File: src/rtl/conv_input_loader_pkg.sv
// Shared definitions for the conv input loader and the conv blocks that size their flat buses from it.
// Provides the loader state encoding and the tensor-size / index-width helpers.
package conv_input_loader_pkg;

    typedef enum logic {
        FILL = 1'b0,
        FULL = 1'b1
    } state_t;

    function automatic int tensor_total(input int b, input int c, input int h, input int w);
        return b * c * h * w;
    endfunction

    // A single-element tensor still needs a 1-bit index register
    function automatic int idx_width(input int total);
        return (total > 1) ? $clog2(total) : 1;
    endfunction

endpackage

File: src/rtl/conv_input_loader.sv
// Assembles a scalar valid/ready element stream into a flat tensor bus and hands it off with valid/ready.
//   state | meaning
//   FILL  | accepting elements into the buffer at idx, in_ready high
//   FULL  | tensor complete, tensor_flat frozen, waiting for tensor_ready
module conv_input_loader
    import conv_input_loader_pkg::*;
#(
    parameter int BATCH_SIZE      = 1,
    parameter int IN_CHANNELS     = 1,
    parameter int IN_HEIGHT       = 4,
    parameter int IN_WIDTH        = 4,
    parameter int DATA_WIDTH      = 32,
    parameter int FRAME_CNT_WIDTH = 16,
    localparam int TOTAL = tensor_total(BATCH_SIZE, IN_CHANNELS, IN_HEIGHT, IN_WIDTH),
    localparam int IDX_W = idx_width(TOTAL)
) (
    input  logic                        clk,
    input  logic                        rst,
    input  logic                        clear,
    input  logic [DATA_WIDTH-1:0]       in_data,
    input  logic                        in_valid,
    input  logic                        in_last,
    output logic                        in_ready,
    output logic [TOTAL*DATA_WIDTH-1:0] tensor_flat,
    output logic                        tensor_valid,
    input  logic                        tensor_ready,
    output logic                        err_early_last,
    output logic                        err_missing_last,
    output logic [FRAME_CNT_WIDTH-1:0]  frame_count
);

    localparam logic [IDX_W-1:0] LAST_IDX = IDX_W'(TOTAL - 1);

    state_t                  state;
    logic [IDX_W-1:0]        idx;
    logic [DATA_WIDTH-1:0]   buf_mem [TOTAL];

    always_ff @(posedge clk or negedge rst) begin
        if (!rst) begin
            state            <= FILL;
            idx              <= '0;
            in_ready         <= 1'b0;
            tensor_valid     <= 1'b0;
            err_early_last   <= 1'b0;
            err_missing_last <= 1'b0;
            frame_count      <= '0;
            for (int i = 0; i < TOTAL; i++) begin
                buf_mem[i] <= '0;
            end
        end else if (clear) begin
            state        <= FILL;
            idx          <= '0;
            in_ready     <= 1'b1;
            tensor_valid <= 1'b0;
        end else begin
            case (state)
                FILL: begin
                    in_ready     <= 1'b1;
                    tensor_valid <= 1'b0;
                    if (in_valid && in_ready) begin
                        buf_mem[idx] <= in_data;
                        if (idx == LAST_IDX) begin
                            state        <= FULL;
                            idx          <= '0;
                            in_ready     <= 1'b0;
                            tensor_valid <= 1'b1;
                            if (!in_last) begin
                                err_missing_last <= 1'b1;
                            end
                        end else if (in_last) begin
                            // Short tensor: restart the fill, stale buffer words are simply overwritten
                            err_early_last <= 1'b1;
                            idx            <= '0;
                        end else begin
                            idx <= idx + 1'b1;
                        end
                    end
                end
                FULL: begin
                    if (tensor_ready) begin
                        state        <= FILL;
                        frame_count  <= frame_count + 1'b1;
                        in_ready     <= 1'b1;
                        tensor_valid <= 1'b0;
                    end
                end
                default: begin
                    state <= FILL;
                end
            endcase
        end
    end

    for (genvar g = 0; g < TOTAL; g++) begin : g_flat
        assign tensor_flat[g*DATA_WIDTH +: DATA_WIDTH] = buf_mem[g];
    end

endmodule

File: config.mk
export PLATFORM = sky130hd
export DESIGN_NAME = conv_input_loader
export DESIGN_NICKNAME = d
export VERILOG_FILES = /design/src/rtl/conv_input_loader_pkg.sv /design/src/rtl/conv_input_loader.sv
export SDC_FILE = /design/constraint.sdc
export NUM_CORES = 1
export LEC_CHECK = 0
export BUFFER_PORTS_ARGS = -buffer_cell sky130_fd_sc_hd__buf_2
export CAP_MARGIN = 20
export CORE_AREA = 3 3 219 221
export CTS_CLUSTER_DIAMETER = 80
export DETAILED_ROUTE_END_ITERATION = 10
export DIE_AREA = 0 0 222 224
export PLACE_DENSITY = 0.84
export RECOVER_POWER = 25
export SLEW_MARGIN = 25
export SYNTH_ARGS = -nofsm -noshare
export SYNTH_HDL_FRONTEND = slang
export SYNTH_SLANG_ARGS = --single-unit
File: constraint.sdc
create_clock -name clk -period 2.1 [get_ports clk]
set_clock_uncertainty 0.05 [all_clocks]
set_input_delay 0.21 -clock clk [delete_from_list [all_inputs] [get_ports clk]]
set_output_delay 0.21 -clock clk [all_outputs]
set_load 0.05 [all_outputs]
### Yosys cells after proc, flatten, opt, wreduce, memory -nomap -nowiden

Index checks and enable logic that the tools add are counted.
Widths: inputs -> output; s select.

| storage, ports and cells | value |
|---|---|
| bits in writable memories | 0 |
| bits of input ports | 38 |
| output and inout bits | 532 |
| word-level logic and storage cells | 64 |
| latch bits | 0 |
| memories kept | 0 |
| memory bits (read-only) | 0 |
| register bits | 537 |

| cells by class | value |
|---|---|
| bitwise gates (word level) | 5 |
| shift-type cells | 0 |
| muxes and demuxes | 21 |
| multiply operators | 0 |
| reduce and logical (&&, ||, !) cells | 8 |
| equality and inequality tests | 3 |
| order comparisons | 2 |
| $add $sub $neg | 2 |
| divide/modulo/power cells | 0 |

Operators with widths:

| cell | number |
|---|---|
| $bwmux 512 | 1 |
| $demux 32 s4 | 1 |
| $mux 32 | 1 |
| $mux 4 | 5 |
| $add 16x1->16 const B | 1 |
| $mux 1 | 10 |
| $reduce_and 5->1 | 2 |
| $pmux 1 s2 | 3 |
| $reduce_and 3->1 | 2 |
| $ge 5x5->1 const B | 1 |
| $lt 5x1->1 const B | 1 |
| $not 4->5 | 1 |
| $add 4x1->4 const B | 1 |
| $eq 4x4->1 const B | 1 |
| $not 1->1 | 4 |
| $ne 3x3->1 const B | 1 |
| $logic_and 1x1->1 | 2 |
| $ne 2x2->1 const B | 1 |
| $reduce_and 2->1 | 1 |
| $reduce_bool 2->1 | 1 |

### Longest topological paths before layout

Gate-level depths: netlist of the first run.

| logic depth | value |
|---|---|
| depth in word-level cells | 6 |
| gate-level depth with buffers | 6 |
| gate-level depth less buffers | 5 |

### Worst setup path before layout of the first run

No wires, ideal clock.

| timing | value |
|---|---|
| kind | flip-flop to flip-flop |
| from | reg in_ready |
| to | reg buf_mem, in the netlist tensor_flat[257] |
| setup slack | 22 ps |
| required time | 1,925 ps |
| cell stages (with the launch flop) | 6 |
| library setup time | 125 ps |
| buffers on the path | 2 |
| arrival | 1,903 ps |
| clock period less this slack | 2,078 ps |
| cells stage by stage | dfrtp_1 -> and4bb_1 -> and3_1 -> clkbuf_1 -> buf_2 -> mux2_2 |

| on the way | value |
|---|---|
| longest elaborated chain between the ends | 2 |

RTL lines:

| element | RTL line | RTL |
|---|---|---|
| from (decl) | conv_input_loader.sv:23 | `output logic in_ready,` |
| from (signal assigned) | conv_input_loader.sv:42 | `in_ready <= 1'b0;` |
| from (signal assigned) | conv_input_loader.sv:53 | `in_ready <= 1'b1;` |
| from (signal assigned) | conv_input_loader.sv:58 | `in_ready <= 1'b1;` |
| $logic_and 1x1->1 | conv_input_loader.sv:60 | `if (in_valid && in_ready) begin` |
| $reduce_and 3->1 (no line) | n/a |  |
| to (signal, indexed assignment) | conv_input_loader.sv:61 | `buf_mem[idx] <= in_data;` |
| to (decl) | conv_input_loader.sv:36 | `logic [DATA_WIDTH-1:0] buf_mem [TOTAL];` |

No other way between the ends.
A chain may end at the register's enable or synchronous reset.

### Worst setup path in the final report of the first run

| timing | value |
|---|---|
| from | reg state |
| to | reg buf_mem, in the netlist tensor_flat[164] |

| on the way | value |
|---|---|
| longest elaborated chain between the ends | 2 |

RTL lines:

| element | RTL line | RTL |
|---|---|---|
| from (decl) | conv_input_loader.sv:34 | `state_t state;` |
| from (signal assigned) | conv_input_loader.sv:40 | `state <= FILL;` |
| from (signal assigned) | conv_input_loader.sv:51 | `state <= FILL;` |
| from (signal assigned) | conv_input_loader.sv:63 | `state <= FULL;` |
| $not 1->1 (no line) | n/a |  |
| $reduce_and 3->1 (no line) | n/a |  |

No other way between the ends.

==> results of run 1 <==
[logic make-up after synthesis]
logic type | count (synthesis) | synth area share
simple gates | 64 | 0.0178
fa+ha+maj | 5 | 0.00308
buf+inv | 92 | 0.0238
xor+xnor | 15 | 0.00646
mux | 513 | 0.284
compound gates | 10 | 0.00363
flops | 537 | 0.661
[sequential cells by signal, indices dropped and copies added (netlist names)]
signal            cells
tensor_flat         512
err_early_last        1
tensor_valid          1
err_missing_last      1
idx                   4
in_ready              1
state                 1
frame_count          16
[path summary, 6_finish.rpt]
kind,startpoint,end,slack [ns],depth (start not counted)
max in group asynchronous,rst,tensor_flat[410]$_DFFE_PN0P_,0.32,3
min reg2reg,err_early_last$_DFFE_PN0P_,err_early_last$_DFFE_PN0P_,0.42,1
max,state$_DFF_PN0_,tensor_flat[164]$_DFFE_PN0P_,0.18,5
min,rst,tensor_flat[266]$_DFFE_PN0P_,0.11,2
min in group clk,in_data[28],tensor_flat[220]$_DFFE_PN0P_,0.11,2
max reg2reg,state$_DFF_PN0_,tensor_flat[164]$_DFFE_PN0P_,0.18,5
[cell type report]
| type | instances | area, µm² | area share |
|---|---|---|---|
| flip-flops and latches | 537 | 13400 | 0.518 |
| well taps | 607 | 759 | 0.0293 |
| inverters | 5 | 18.8 | 0.000723 |
| clock inverters | 17 | 196 | 0.00757 |
| diodes | 2 | 5.00 | 0.000193 |
| clock buffers | 79 | 1550 | 0.0599 |
| repair buffers | 632 | 3530 | 0.136 |
| multi-input cells | 607 | 6450 | 0.249 |
[per-layer routing]
layer	global-route usage	vias to the layer above	wire length [µm]
met3	0.0632	140	4680
met1	0.297	6934	23600
met2	0.402	578	29500
li1	-	5564	-
met5	0	-	0
met4	0.0859	0	2330
[cells in the mapped netlist, types with 5 or more instances]
cell / number
sky130_fd_sc_hd__dfrtp_1: 537
sky130_fd_sc_hd__nand2_1: 23
sky130_fd_sc_hd__buf_2: 38
sky130_fd_sc_hd__clkbuf_1: 36
sky130_fd_sc_hd__xor2_1: 8
sky130_fd_sc_hd__nor2_1: 11
sky130_fd_sc_hd__nand3_1: 6
sky130_fd_sc_hd__ha_1: 5
sky130_fd_sc_hd__buf_6: 12
sky130_fd_sc_hd__xnor2_1: 7
sky130_fd_sc_hd__mux2_2: 496
sky130_fd_sc_hd__and3_1: 5
sky130_fd_sc_hd__inv_1: 5
sky130_fd_sc_hd__mux2_1: 17
[worst max-delay path: stages, from the launching register on]
cell and delay, ns:
sky130_fd_sc_hd__dfrtp_1 0.39, sky130_fd_sc_hd__nand4bb_4 0.29, sky130_fd_sc_hd__nor3b_2 0.41, sky130_fd_sc_hd__nand2_2 0.12, sky130_fd_sc_hd__buf_12 0.20, sky130_fd_sc_hd__mux2_2 0.31
[report_power, final]
part           leakage [nW]  switching, W  total (W)  internal [W]
Sequential             7.34      0.000221     0.0110        0.0108
Combinational          6.56       0.00225    0.00290      0.000653
Clock                 0.856       0.00394    0.00943       0.00549
[per-stage QoR]
stage          setup slack (ns)  cells  hold WS (ns)
2_1_floorplan            0.0218   1236        -0.136
3_3_place_gp              0.228   2383         0.138
3_5_place_dp              0.193   2383         0.145
4_1_cts                   0.173   2484        0.0814
5_1_grt                  0.0887   2486         0.116
6_report                  0.183   2486         0.106
==> impl_summary.txt, run 1 <==
----------------------------------------------------
[Cells and area]
  Commonest cells after routing, fill and taps aside ... sky130_fd_sc_hd__buf_2 (568), sky130_fd_sc_hd__dfrtp_1 (537), sky130_fd_sc_hd__mux2_2 (496)
  Final std cell area, no fill ... 0.0259 mm²
  Final layout net count ... 1878
  Layout cells sized above 1 ... 0.648
  Core utilization of the finished layout ... 0.560
  Commonest non-fill, non-tap cell in the layout ... sky130_fd_sc_hd__buf_2
  Layout Area Growth over Synthesis ... 27.6%
  Filler cells ... approximately 3600

[Drt]
  Antenna viol nets, final ... 0
  Average wire length per cell after detail routing ... between 20 and 25 µm
  Detailed router's first-iteration violation count ... between 700 and 800
  Total wirelength of the detailed-routed design ... between 60 and 70 mm
  Post-route DRC violation count ... 0
  Total number of vias ... 13200
  Routed via count divided by cell count ... around 5.3
  First-pass iteration count of the detailed router ... 4

[Floorplanning]
  Effective utilization at floorplan ... 0.439
  IO Count ... 570
  Die width ... ~220 µm
  Placeable core region ... 0.0464 mm²
  Rows ... slightly below 80
  Y dimension of the die ... 224 µm
  Area of the die ... 0.0497 mm²

[Synthesis]
  Largest area contributor in the synthesized netlist ... sky130_fd_sc_hd__dfrtp_1
  Cell types occupying the most area after synthesis ... sky130_fd_sc_hd__dfrtp_1 (66%), sky130_fd_sc_hd__mux2_2 (27%), sky130_fd_sc_hd__mux2_1 (0.94%)
  Synthesized Nets ... 1279
  Number of flip-flops and latches in the synthesized netlist ... ~540
  Syn. warnings ... 0
  Area share of the leading cell type in the synthesized netlist ... 0.661
  Share of the yosys chip area belonging to registers ... 0.661
  Number of synthesized flops with an enable pin ... 0
  Synthesized instance count ... 1236
  Syn avg cell area ... between 15 and 20 µm²
  Library cells used by synthesis ... 36
  Top_reg_cell synth ... sky130_fd_sc_hd__dfrtp_1
  Post-Synthesis Cell Area ... 0.0203 mm²
  Post-synth ARST share ... 1.00

[Power and ir drop]
  Standby leakage power ... 14.8 nW
  Worst voltage drop across the vdd grid ... 0.738 mV
  Final Power ... approximately 0.023 W
  Cell area power density ... between 800 and 900 mW/mm²

[CTS]
  CTS Hold Bufs ... 5
  CTS tree ... built
  Clock latency on the worst-skew pair ... 0.58 ns
  PostCTS Resize Cnt ... 0
  Post-CTS setup buffer count ... 0
  Root Buffer Master ... sky130_fd_sc_hd__clkbuf_16
  Number of sinks driven by the clock tree ... 537
  Clock buffer count from CTS ... 52
  Maximum count of clock buffers along a single path ... 3
  Max H-tree Level ... 2
  Register clock-pin slew on the reported worst setup and hold paths ... ~0.060 ns

[GRT]
  Initial antenna violation count ... 3
  Overall fraction of global-route tracks in use ... 0.238
  First-pass GRT wire length ... 90.2 mm
  Grt total ovfl ... 0
  Number of global-route vias before repair ... 14100
  Maximum number of pins on one net before global-route repair ... 66

[STA]
  Max Slew Vio Count ... 0
  Total setup violations reported at the end of the flow ... 0
  Setup Total Neg Slack ... 0 ns
  Timing-limited maximum frequency ... approximately 0.52 GHz
  Measured slew at the worst slew-check pin ... 1.21 ns
  Final worst-path cycle share ... 0.913
  Time the final worst path needs with I/O delays and setup ... approximately 1.9 ns
  Setup repair after global routing missed its margin ... false
  Final hold violation count ... 0
  Slew HR ... 0.194

[Setup path]
  Data required time of the critical path ... 2.52 ns
  Startpoint type of the worst setup path ... flip-flop
  Largest fanout on the critical path ... 32
  Arrival time at the worst endpoint ... 2.34 ns
  Critical path class ... reg2reg
  Capturing element type of the critical path ... flip-flop

[Placement]
  RePlAce Congestion ... slightly above 0.8
  Placed instance area ... ~0.024 mm²
  Buffers on Ports ... between 500 and 600
  Detail Placement HPWL ... slightly above 40 mm

[Job]
  Max-capacitance violation count ... 0

[Worst hold path]
  Hold crit path type ... in2async

[Status]
  Status ... completed

----------------------------------------------------
Note: power is estimated with default switching activity, not from simulation.
==> inputs of run 2 (changes only) <==
Settings changed: ABC_AREA from default to 1, CORE_AREA 3 3 219 221 to 2 2 220 222, PLACE_DENSITY 0.84 to 0.8.
==> impl_summary.txt, run 2 <==
----------------------------------------------------
[STA]
  Setup Total Neg Slack ... 0 ns
  Timing-limited maximum frequency ... 0.514 GHz
  Final worst-path cycle share ... 0.927
  Max Slew Vio Count ... just over 50
  Total setup violations reported at the end of the flow ... 0
  Time the final worst path needs with I/O delays and setup ... between 1.5 and 2 ns
  Measured slew at the worst slew-check pin ... 1.59 ns
  Slew HR ... -0.0632
  Final hold violation count ... 0

[CTS]
  Register clock-pin slew on the reported worst setup and hold paths ... about 0.06 ns
  Clock buffer count from CTS ... 53
  Root Buffer Master ... sky130_fd_sc_hd__clkbuf_16
  Clock latency on the worst-skew pair ... around 0.58 ns
  CTS tree ... built
  Number of sinks driven by the clock tree ... approximately 540
  Max H-tree Level ... 2
  Maximum count of clock buffers along a single path ... 3

[Placement]
  RePlAce Congestion ... 0.836
  Buffers on Ports ... approximately 570
  Detail Placement HPWL ... 43.2 mm
  Placed instance area ... around 0.023 mm²

[Cells and area]
  Final layout net count ... between 2000 and 2500
  Filler cells ... slightly above 4000
  Commonest cells after routing, fill and taps aside ... sky130_fd_sc_hd__buf_2 (571), sky130_fd_sc_hd__nand2_1 (557), sky130_fd_sc_hd__dfrtp_1 (537)
  Final std cell area, no fill ... 0.0250 mm²
  Layout cells sized above 1 ... 0.296
  Commonest non-fill, non-tap cell in the layout ... sky130_fd_sc_hd__buf_2
  Flip-flop count of the largest register after layout ... slightly above 500
  Layout Area Growth over Synthesis ... 28.1%

[Drt]
  Antenna viol nets, final ... 0
  Total wirelength of the detailed-routed design ... approximately 63 mm
  Routed via count divided by cell count ... 5.29
  Post-route DRC violation count ... 0
  Average wire length per cell after detail routing ... 20.4 µm
  Total number of vias ... 16300
  Detailed router's first-iteration violation count ... 1461
  First-pass iteration count of the detailed router ... 7

[Floorplanning]
  Rows ... 80
  Die width ... between 200 and 250 µm
  Placeable core region ... 0.0473 mm²
  IO Count ... 570
  Area of the die ... slightly below 0.05 mm²
  Effective utilization at floorplan ... 0.412
  Y dimension of the die ... approximately 220 µm

[Synthesis]
  Most repeated cell in the gate-level netlist after synthesis ... sky130_fd_sc_hd__nand2_1
  Post-Synthesis Cell Area ... between 0.015 and 0.02 mm²
  Synthesized Nets ... 1924
  Post-synth ARST share ... 1.00
  Number of flip-flops and latches in the synthesized netlist ... approximately 540
  Area share of the leading cell type in the synthesized netlist ... 0.690
  Cell types occupying the most area after synthesis ... sky130_fd_sc_hd__dfrtp_1 (69%), sky130_fd_sc_hd__o21ai_0 (11%), sky130_fd_sc_hd__nand2_1 (11%)
  Library cells used by synthesis ... 30
  Largest area contributor in the synthesized netlist ... sky130_fd_sc_hd__dfrtp_1
  Syn. warnings ... 0
  Synthesized instance count ... between 1500 and 2000
  Most used standard cells in the synthesized netlist ... sky130_fd_sc_hd__nand2_1 (558), sky130_fd_sc_hd__dfrtp_1 (537), sky130_fd_sc_hd__o21ai_0 (445)
  Syn avg cell area ... 10.4 µm²
  Number of synthesized flops with an enable pin ... 0
  Share of the yosys chip area belonging to registers ... 0.690
  Top_reg_cell synth ... sky130_fd_sc_hd__dfrtp_1

[GRT]
  First-pass GRT wire length ... between 90 and 100 mm
  Overall fraction of global-route tracks in use ... 0.248
  Number of global-route vias before repair ... between 15000 and 20000
  Grt total ovfl ... 0
  Maximum number of pins on one net before global-route repair ... 78
  Initial antenna violation count ... 1

[Setup path]
  Largest fanout on the critical path ... 64
  Startpoint type of the worst setup path ... flip-flop
  CP most frequent cell ... sky130_fd_sc_hd__inv_1
  Data required time of the critical path ... between 2 and 2.5 ns
  Critical path class ... reg2reg
  Arrival time at the worst endpoint ... approximately 2.3 ns
  List of cells traversed by the critical path ... inv_1 > ha_1 > inv_1 > nor2_1 > nand2_8 > nand2_1 > o21ai_0
  Capturing element type of the critical path ... flip-flop
  Critical Path Max Stage Delay ... 0.41 ns
  Cell at the slowest stage of the critical path ... sky130_fd_sc_hd__dfrtp_1

[Power and ir drop]
  P_int ... about 0.017 W
  Combinational share of power ... 0.142
  Relative contribution of the clock network to total power ... 0.401
  Sw power ... about 0.007 W
  Switching fraction of total power ... 0.293
  Standby leakage power ... between 10 and 15 nW
  Worst voltage drop across the vdd grid ... 0.845 mV
  Part of the total power dissipated in sequential elements ... 0.457
  Cell area power density ... a little under 1000 mW/mm²

[Status]
  Violated checks ... max-capacitance violations, max-slew violations
  Status ... complete, but fails checks

[Worst hold path]
  Hold crit path type ... in2reg

[Job]
  Max-capacitance violation count ... 1

----------------------------------------------------
-- run 2: cell types whose count changed after synthesis, moves of 8 or more --
| cell | previous run | this run |
|---|---|---|
| sky130_fd_sc_hd__buf_6 | 12 | 3 |
| sky130_fd_sc_hd__clkbuf_1 | 36 | 86 |
| sky130_fd_sc_hd__inv_1 | 5 | 59 |
| sky130_fd_sc_hd__mux2_1 | 17 | 0 |
| sky130_fd_sc_hd__mux2_2 | 496 | 0 |
| sky130_fd_sc_hd__nand2_1 | 23 | 558 |
| sky130_fd_sc_hd__nand2_4 | 0 | 8 |
| sky130_fd_sc_hd__nor2_1 | 11 | 24 |
| sky130_fd_sc_hd__o21ai_0 | 3 | 445 |
| sky130_fd_sc_hd__o21ai_1 | 0 | 70 |
-- run 2: power groups by stage --
| stage | combinational (W) | sequential [W] | clock, W |
|---|---|---|---|
| finish | 0.00346 | 0.0111 | 0.00978 |
| global placement | 0.00342 | 0.0113 | 0 |
| detailed placement | 0.00347 | 0.0113 | 0 |
| global route | 0.00364 | 0.0112 | 0.0103 |
| CTS | 0.00349 | 0.0111 | 0.00994 |
| floorplan | 0.000509 | 0.0131 | 0 |
-- run 2: critical path: cells and delay by family, from the launching register on --
family / cells / cell delay (ns)
adders and majority gates: 1 / 0.26
and+or+nand+nor: 3 / 0.73
buffers and inverters: 2 / 0.22
DFF: 1 / 0.41
AOI/OAI and AO/OA: 1 / 0.11
-- run 2: area by class of cell --
type	count	area [µm²]	area share
Antenna cell	1	2.50	0.000100
Multi-Input combinational cell	1150	5240	0.210
Clock inverter	27	344	0.0138
Tap cell	615	769	0.0308
Sequential cell	537	13400	0.538
Inverter	64	243	0.00973
Timing Repair Buffer	628	3470	0.139
Clock buffer	71	1450	0.0583
-- run 2: layer usage --
layer / part of all wire / track usage / vias up / wire (µm)
li1: - / - / 7217 / -
met1: 0.39 / 0.311 / 8095 / 24400
met2: 0.49 / 0.416 / 872 / 30900
met3: 0.085 / 0.0589 / 164 / 5340
met4: 0.037 / 0.102 / 0 / 2360
met5: 0 / 0 / - / 0
-- run 2: final timing paths --
check	from	end	slack (ns)	depth (start not counted)
max	idx[0]$_DFFE_PN0P_	tensor_flat[285]$_DFFE_PN0P_	0.15	7
min	in_data[11]	tensor_flat[11]$_DFFE_PN0P_	0.07	4
max reg2reg	idx[0]$_DFFE_PN0P_	tensor_flat[285]$_DFFE_PN0P_	0.15	7
min reg2reg	err_early_last$_DFFE_PN0P_	err_early_last$_DFFE_PN0P_	0.42	1
max in group asynchronous	rst	tensor_flat[374]$_DFFE_PN0P_	0.28	3
min in group asynchronous	rst	tensor_flat[413]$_DFFE_PN0P_	0.53	2
-- run 2: cells by family after synthesis --
| kind of cell | Yosys count | share of synthesized area |
|---|---|---|
| AND/OR/NAND/NOR | 612 | 0.125 |
| flip-flops | 537 | 0.690 |
| AO/OA/AOI/OAI | 523 | 0.135 |
| buffers and inverters | 194 | 0.0423 |
| XOR/XNOR | 10 | 0.00449 |
| adder cells (fa/ha/maj) | 5 | 0.00321 |
-- run 2: timing repair --
action                                  CTS  global route
resized for setup                         0             1
setup buffers                             0             0
hold endpoints to repair                257             0
endpoints found under the setup margin    0             3
hold buffers                              6             0
-- run 2: metrics by stage --
| stage | instances | util | power, W | hold slack (ns) | worst slack (ns) |
|---|---|---|---|---|---|
| final | 3093 | 0.527 | 0.0244 | 0.0739 | 0.153 |
| after global routing | 3092 | 0.527 | 0.0252 | 0.0645 | -0.0168 |
| after CTS | 3092 | 0.528 | 0.0246 | 0.0345 | 0.168 |
| after detailed placement | 2988 | 0.488 | 0.0148 | 0.155 | 0.178 |
| after global placement | 2988 | 0.488 | 0.0147 | 0.151 | 0.256 |
| after floorplan | 1881 | - | 0.0136 | -0.136 | 0.266 |
